$ cat src/rtl/accum_normalize.sv
// rtl/accum_normalize.sv - accumulates beats of nine aligned partial products per group, then normalizes the group sum
//
// Purpose: sums nine signed 16-bit aligned partial products per beat into a
// 28-bit accumulator over a group of 1..256 beats. It then emits the result as
// sign / exponent / 11-bit mantissa with the leading one at bit 10.
//
// Ports:
//   clk                         clock, rising edge
//   rst                         asynchronous reset, active low
//   aligned_pp_0..aligned_pp_8  signed partial products of one beat
//   exp_max                     signed group exponent, taken on the first beat
//   in_valid / in_ready         beat handshake
//   in_last                     beat closes the group
//   out_valid / out_ready       result handshake
//   out_sign, out_exp           result sign and signed exponent
//   out_mant                    normalized magnitude
//   out_beats                   number of beats in the group (1..256)

module accum_normalize (
  input  logic        clk,
  input  logic        rst,
  input  logic [15:0] aligned_pp_0,
  input  logic [15:0] aligned_pp_1,
  input  logic [15:0] aligned_pp_2,
  input  logic [15:0] aligned_pp_3,
  input  logic [15:0] aligned_pp_4,
  input  logic [15:0] aligned_pp_5,
  input  logic [15:0] aligned_pp_6,
  input  logic [15:0] aligned_pp_7,
  input  logic [15:0] aligned_pp_8,
  input  logic [4:0]  exp_max,
  input  logic        in_valid,
  input  logic        in_last,
  output logic        in_ready,
  output logic        out_valid,
  input  logic        out_ready,
  output logic        out_sign,
  output logic [6:0]  out_exp,
  output logic [10:0] out_mant,
  output logic [8:0]  out_beats
);

  localparam logic [1:0] IDLE = 2'd0;
  localparam logic [1:0] ACC  = 2'd1;
  localparam logic [1:0] NORM = 2'd2;
  localparam logic [1:0] OUT  = 2'd3;

  logic [1:0]  r_state;
  logic [27:0] r_acc;
  logic [4:0]  r_exp_grp;
  logic [8:0]  r_beats;

  logic [19:0] w_beat_sum;
  logic [27:0] w_beat_ext;
  logic        w_accept;
  logic        w_last;
  logic [27:0] w_mag;
  logic [4:0]  w_msb;
  logic [10:0] w_mant;
  logic [6:0]  w_exp;

  assign w_beat_sum = {{4{aligned_pp_0[15]}}, aligned_pp_0} + {{4{aligned_pp_1[15]}}, aligned_pp_1}
                    + {{4{aligned_pp_2[15]}}, aligned_pp_2} + {{4{aligned_pp_3[15]}}, aligned_pp_3}
                    + {{4{aligned_pp_4[15]}}, aligned_pp_4} + {{4{aligned_pp_5[15]}}, aligned_pp_5}
                    + {{4{aligned_pp_6[15]}}, aligned_pp_6} + {{4{aligned_pp_7[15]}}, aligned_pp_7}
                    + {{4{aligned_pp_8[15]}}, aligned_pp_8};
  assign w_beat_ext = {{8{w_beat_sum[19]}}, w_beat_sum};

  assign in_ready  = (r_state == IDLE) || (r_state == ACC);
  assign out_valid = (r_state == OUT);
  assign w_accept  = in_valid && in_ready;
  // A beat arriving in ACC while 255 beats are already held is the 256th and
  // closes the group regardless of in_last.
  assign w_last    = in_last || ((r_state == ACC) && (r_beats == 9'd255));

  // The magnitude always fits in 27 bits, so the two's-complement negation is exact.
  assign w_mag = r_acc[27] ? (28'd0 - r_acc) : r_acc;

  always_comb begin
    w_msb = 5'd0;
    for (int i = 0; i < 27; i++) begin
      if (w_mag[i]) w_msb = i[4:0];
    end
  end

  // Bring the leading one to bit 10: right shift truncates, left shift zero-fills.
  always_comb begin
    w_mant = 11'd0;
    if (w_msb >= 5'd10) w_mant = 11'(w_mag >> (w_msb - 5'd10));
    else                w_mant = 11'(w_mag << (5'd10 - w_msb));
  end

  assign w_exp = {{2{r_exp_grp[4]}}, r_exp_grp} + {2'b00, w_msb} - 7'd11;

  always_ff @(posedge clk or negedge rst) begin
    if (!rst) begin
      r_state   <= IDLE;
      r_acc     <= 28'd0;
      r_exp_grp <= 5'd0;
      r_beats   <= 9'd0;
      out_sign  <= 1'b0;
      out_exp   <= 7'd0;
      out_mant  <= 11'd0;
      out_beats <= 9'd0;
    end else begin
      case (r_state)
        IDLE: begin
          if (w_accept) begin
            r_acc     <= w_beat_ext;
            r_exp_grp <= exp_max;
            r_beats   <= 9'd1;
            r_state   <= w_last ? NORM : ACC;
          end
        end
        ACC: begin
          if (w_accept) begin
            r_acc   <= r_acc + w_beat_ext;
            r_beats <= r_beats + 9'd1;
            r_state <= w_last ? NORM : ACC;
          end
        end
        NORM: begin
          if (w_mag == 28'd0) begin
            out_sign <= 1'b0;
            out_exp  <= 7'd0;
            out_mant <= 11'd0;
          end else begin
            out_sign <= r_acc[27];
            out_exp  <= w_exp;
            out_mant <= w_mant;
          end
          out_beats <= r_beats;
          r_state   <= OUT;
        end
        OUT: begin
          if (out_ready) r_state <= IDLE;
        end
        default: r_state <= IDLE;
      endcase
    end
  end

endmodule

$ cat config.mk
export PLATFORM = sky130hd
export DESIGN_NAME = accum_normalize
export DESIGN_NICKNAME = d
export VERILOG_FILES = /design/src/rtl/accum_normalize.sv
export SDC_FILE = /design/constraint.sdc
export NUM_CORES = 1
export LEC_CHECK = 0
export BUFFER_PORTS_ARGS = -buffer_cell sky130_fd_sc_hd__buf_4
export CAP_MARGIN = 20
export CORE_ASPECT_RATIO = 1.75
export CORE_UTILIZATION = 60
export CTS_BUF_LIST = sky130_fd_sc_hd__clkbuf_4 sky130_fd_sc_hd__clkbuf_8 sky130_fd_sc_hd__clkbuf_16
export DETAILED_ROUTE_END_ITERATION = 8
export PLACE_DENSITY_LB_ADDON = 0.1
export SYNTH_ARGS = -nofsm -noshare
export SYNTH_HDL_FRONTEND = slang
export SYNTH_SLANG_ARGS = --single-unit
$ cat constraint.sdc
create_clock -name clk -period 5.7 [get_ports clk]
set_clock_uncertainty 0.1 [all_clocks]
set_input_delay 0.57 -clock clk [delete_from_list [all_inputs] [get_ports clk]]
set_output_delay 0.57 -clock clk [all_outputs]
set_load 0.05 [all_outputs]
==> impl_summary.txt <==
----------------------------------------------------
[Global routing]
  Via count of the first global-routing pass ... 12600
  Total overflow reported by the global router ... 0
  Number of antenna violations at the first check in global routing ... 0
  Global-route wire length before repair ... between 60000 and 70000 microns
  Maximum number of pins on one net before global-route repair ... 73
  GRT Total Usage ... 0.398

[Final layout]
  Ratio of cells with drive above 1 in the final layout ... 0.332
  Number of inserted diodes ... 0
  Syn-to-layout area delta ... 32.7%
  Layout net count ... 1965
  Layout Cells excl Fill ... 1872

[Setup path]
  Startpoint-to-endpoint class of the critical path ... primary input to flop
  Maximum fanout encountered on the critical timing path ... 2
  CP endpoint kind ... flop
  Data arrival, critical path ... 7.40 ns
  R2R Path End ... out_mant[3]
  Slowest cell on crit path ... sky130_fd_sc_hd__fa_1
  Worst setup SP type ... primary input
  Setup slack of the most critical reg-to-reg path ... 0.08 ns
  Length in cells of the worst reg-to-reg path ... 18
  Slowest Stage Delay on Critical Path ... 0.52 ns
  Endpoint required time on the critical path ... 5.88 ns
  Reg-to-reg critical path startpoint ... r_acc[1]

[Synthesis]
  Synthesized cell area ... 11500 sq um
  Yosys reg bits ... 72
  Most used DFF post-synth ... sky130_fd_sc_hd__dfrtp_1
  Post-synth top cells ... sky130_fd_sc_hd__inv_1, sky130_fd_sc_hd__fa_1, sky130_fd_sc_hd__nand2_1, sky130_fd_sc_hd__nor2_1
  Async S/R FF share, synth ... 1.00
  Register area share after synthesis ... 0.157
  Cell with the most instances after synthesis ... sky130_fd_sc_hd__inv_1
  Post-Syn Area per Cell ... 8.80 sq um
  Synthesized netlist net count ... 1643
  Count of flip-flops with a built-in enable after synthesis ... 0
  Fraction of post-synthesis cell area in the top cell type by area ... 0.205
  Cells taking the most area after synthesis ... sky130_fd_sc_hd__fa_1, sky130_fd_sc_hd__dfrtp_1, sky130_fd_sc_hd__ha_1
  Warnings, synthesis ... 0
  Dominant cell type by area after synthesis ... sky130_fd_sc_hd__fa_1
  Number of cells produced by synthesis ... 1307
  Distinct cells, synth ... 100

[Floorplan]
  IO Pins ... 184
  Placement row count ... 66
  Core Region ... ~19000 sq um
  Width of the chip ... 107 microns
  Effective utilization at floorplan ... 0.616
  Die extent in y ... 185 microns
  Area enclosed by the die boundary ... 19700 sq um

[Timing]
  Peak Freq ... ~140 MHz
  Tcrit/Tclk final ... 1.27
  Smallest setup slack after layout ... -1.53 ns
  Transition time at the pin with the least slew margin ... 1.02 ns
  Hold Worst Slack ... 0.271 ns
  Aggregate negative setup slack ... -18.76 ns
  RSZ-0062 raised after global routing ... true
  Final hold violations ... 0
  Setup-violating endpoint count in the final report ... 19
  Worst-case headroom to the max-slew limit ... 0.322
  Minimum clock period after layout ... slightly above 7 ns
  Number of slew-limit violations in the final report ... 0

[CTS]
  Insertion delay to the later sink of the worst-skew pair ... between 0.3 and 0.4 ns
  Post-CTS Hold Fix Bufs ... 0
  CTS H-Tree Depth ... 3
  Register clock-pin slew on the reported worst setup and hold paths ... 0.07 ns
  CTS tree ... yes
  Total clock buffers created by CTS ... 9
  CTS root buf ... sky130_fd_sc_hd__clkbuf_16
  Deepest clock path buffer count ... 2
  TritonCTS Sinks ... 72

[Drt]
  Routed wire length per instance ... 22.7 microns
  Vias after detailed routing ... roughly 12000
  Wirelength, routed ... 42600 microns
  Via density ... about 6.5
  First-pass iteration count of the detailed router ... 8
  Remaining design rule violation count ... 0
  Count of nets left with antenna violations after detail routing ... 0
  Initial drt markers ... ~1000

[Outcome]
  Violations in the final reports ... negative setup slack
  Outcome ... finished, violations left

[Worst hold path]
  Class of the worst hold path ... primary input to async pin

[Placed design]
  # port buffers ... 183
  Placed Cells ... around 1800
  Post-placement worst setup slack ... -1.87 ns
  Placer's final routability congestion estimate ... 0.973
  Dpl hpwl ... 29000 microns

[Job]
  Number of maximum-capacitance constraint violations ... 0

----------------------------------------------------
[area by class of cell]
cell class,count,area [sq um]
multi-input cells,1023,9370
fillers,1040,3400
repair buffers,381,2940
flip-flops and latches,72,1800
inverters,142,536
well taps,238,298
clock buffers,10,239
clock inverters,6,72.6
[kinds of logic after synthesis]
logic type | count (synthesis) | synth area share
mux | 76 | 0.0766
flops | 72 | 0.157
compound gates | 339 | 0.206
xor+xnor | 80 | 0.0616
simple gates | 346 | 0.149
buf+inv | 212 | 0.0753
fa+ha+maj | 182 | 0.275
[through the flow]
step,instance area [sq um],utilization
finish,15300,0.818
global route,15300,0.818
CTS,14800,0.793
detailed placement,14200,0.762
floorplan,11600,-
global placement,14200,0.762
[worst max-delay path, delay by kind of cell]
kind | cells | cell delay, ns
compound gates | 17 | 3.10
xor+xnor | 1 | 0.20
fa+ha+maj | 7 | 2.79
buf+inv | 6 | 0.42
simple gates | 2 | 0.29
[per-layer routing]
layer | routed length, microns | track usage | up-vias
met5 | 0 | 0 | -
met4 | 4550 | 0.369 | 0
li1 | - | - | 5255
met2 | 22100 | 0.742 | 756
met1 | 13000 | 0.350 | 5843
met3 | 2940 | 0.0749 | 321
[layout by cell type (no fill, tap or decap), types with 8 or more instances in the layout]
cell type and n:
sky130_fd_sc_hd__xnor2_1 33, sky130_fd_sc_hd__ha_1 57, sky130_fd_sc_hd__a21oi_1 59, sky130_fd_sc_hd__mux2i_1 42, sky130_fd_sc_hd__buf_4 366, sky130_fd_sc_hd__o21ai_1 15, sky130_fd_sc_hd__or3_1 8, sky130_fd_sc_hd__xnor2_2 8
sky130_fd_sc_hd__nor4_1 10, sky130_fd_sc_hd__nand2b_1 15, sky130_fd_sc_hd__dfrtp_1 72, sky130_fd_sc_hd__nor3_1 18, sky130_fd_sc_hd__a21oi_2 18, sky130_fd_sc_hd__o211ai_1 15, sky130_fd_sc_hd__clkbuf_16 9, sky130_fd_sc_hd__inv_2 8
sky130_fd_sc_hd__nor2b_1 8, sky130_fd_sc_hd__inv_1 132, sky130_fd_sc_hd__nand4_1 12, sky130_fd_sc_hd__xor2_1 34, sky130_fd_sc_hd__o21ai_0 63, sky130_fd_sc_hd__nand3_1 32, sky130_fd_sc_hd__fa_1 116, sky130_fd_sc_hd__a21o_1 15
sky130_fd_sc_hd__nor2_1 78, sky130_fd_sc_hd__mux2_2 24, sky130_fd_sc_hd__nand2_1 102, sky130_fd_sc_hd__buf_6 12, sky130_fd_sc_hd__o31ai_1 11, sky130_fd_sc_hd__a31oi_1 9, sky130_fd_sc_hd__a211oi_1 9
[timing repair]
action | CTS | global route
setup buffers | 17 | 19
pin swaps | 42 | 64
endpoints found under the setup margin | 18 | 26
gates resized for setup | 30 | 73
endpoints found under the hold margin | 0 | 0
[registers in the layout, indices dropped and copies added (netlist names)]
| name | cells |
|---|---|
| out_beats | 9 |
| out_exp | 7 |
| out_mant | 11 |
| out_sign | 1 |
| r_acc | 28 |
| r_beats | 9 |
| r_exp_grp | 5 |
| r_state | 2 |
[worst max-delay path by stage]
stage | from | end | cells after the start
2_1_floorplan | aligned_pp_3[2] | r_acc[26] | 31
3_3_place_gp | aligned_pp_3[2] | r_acc[26] | 32
3_5_place_dp | aligned_pp_3[2] | r_acc[26] | 32
4_1_cts | aligned_pp_5[2] | r_acc[26] | 32
5_1_grt | aligned_pp_5[2] | r_acc[26] | 32
6_report | aligned_pp_4[2] | r_acc[26] | 33
Power is left out: the tool's default activity adds up to more than one toggle a clock period on the data nets, which glitch-free logic cannot reach.
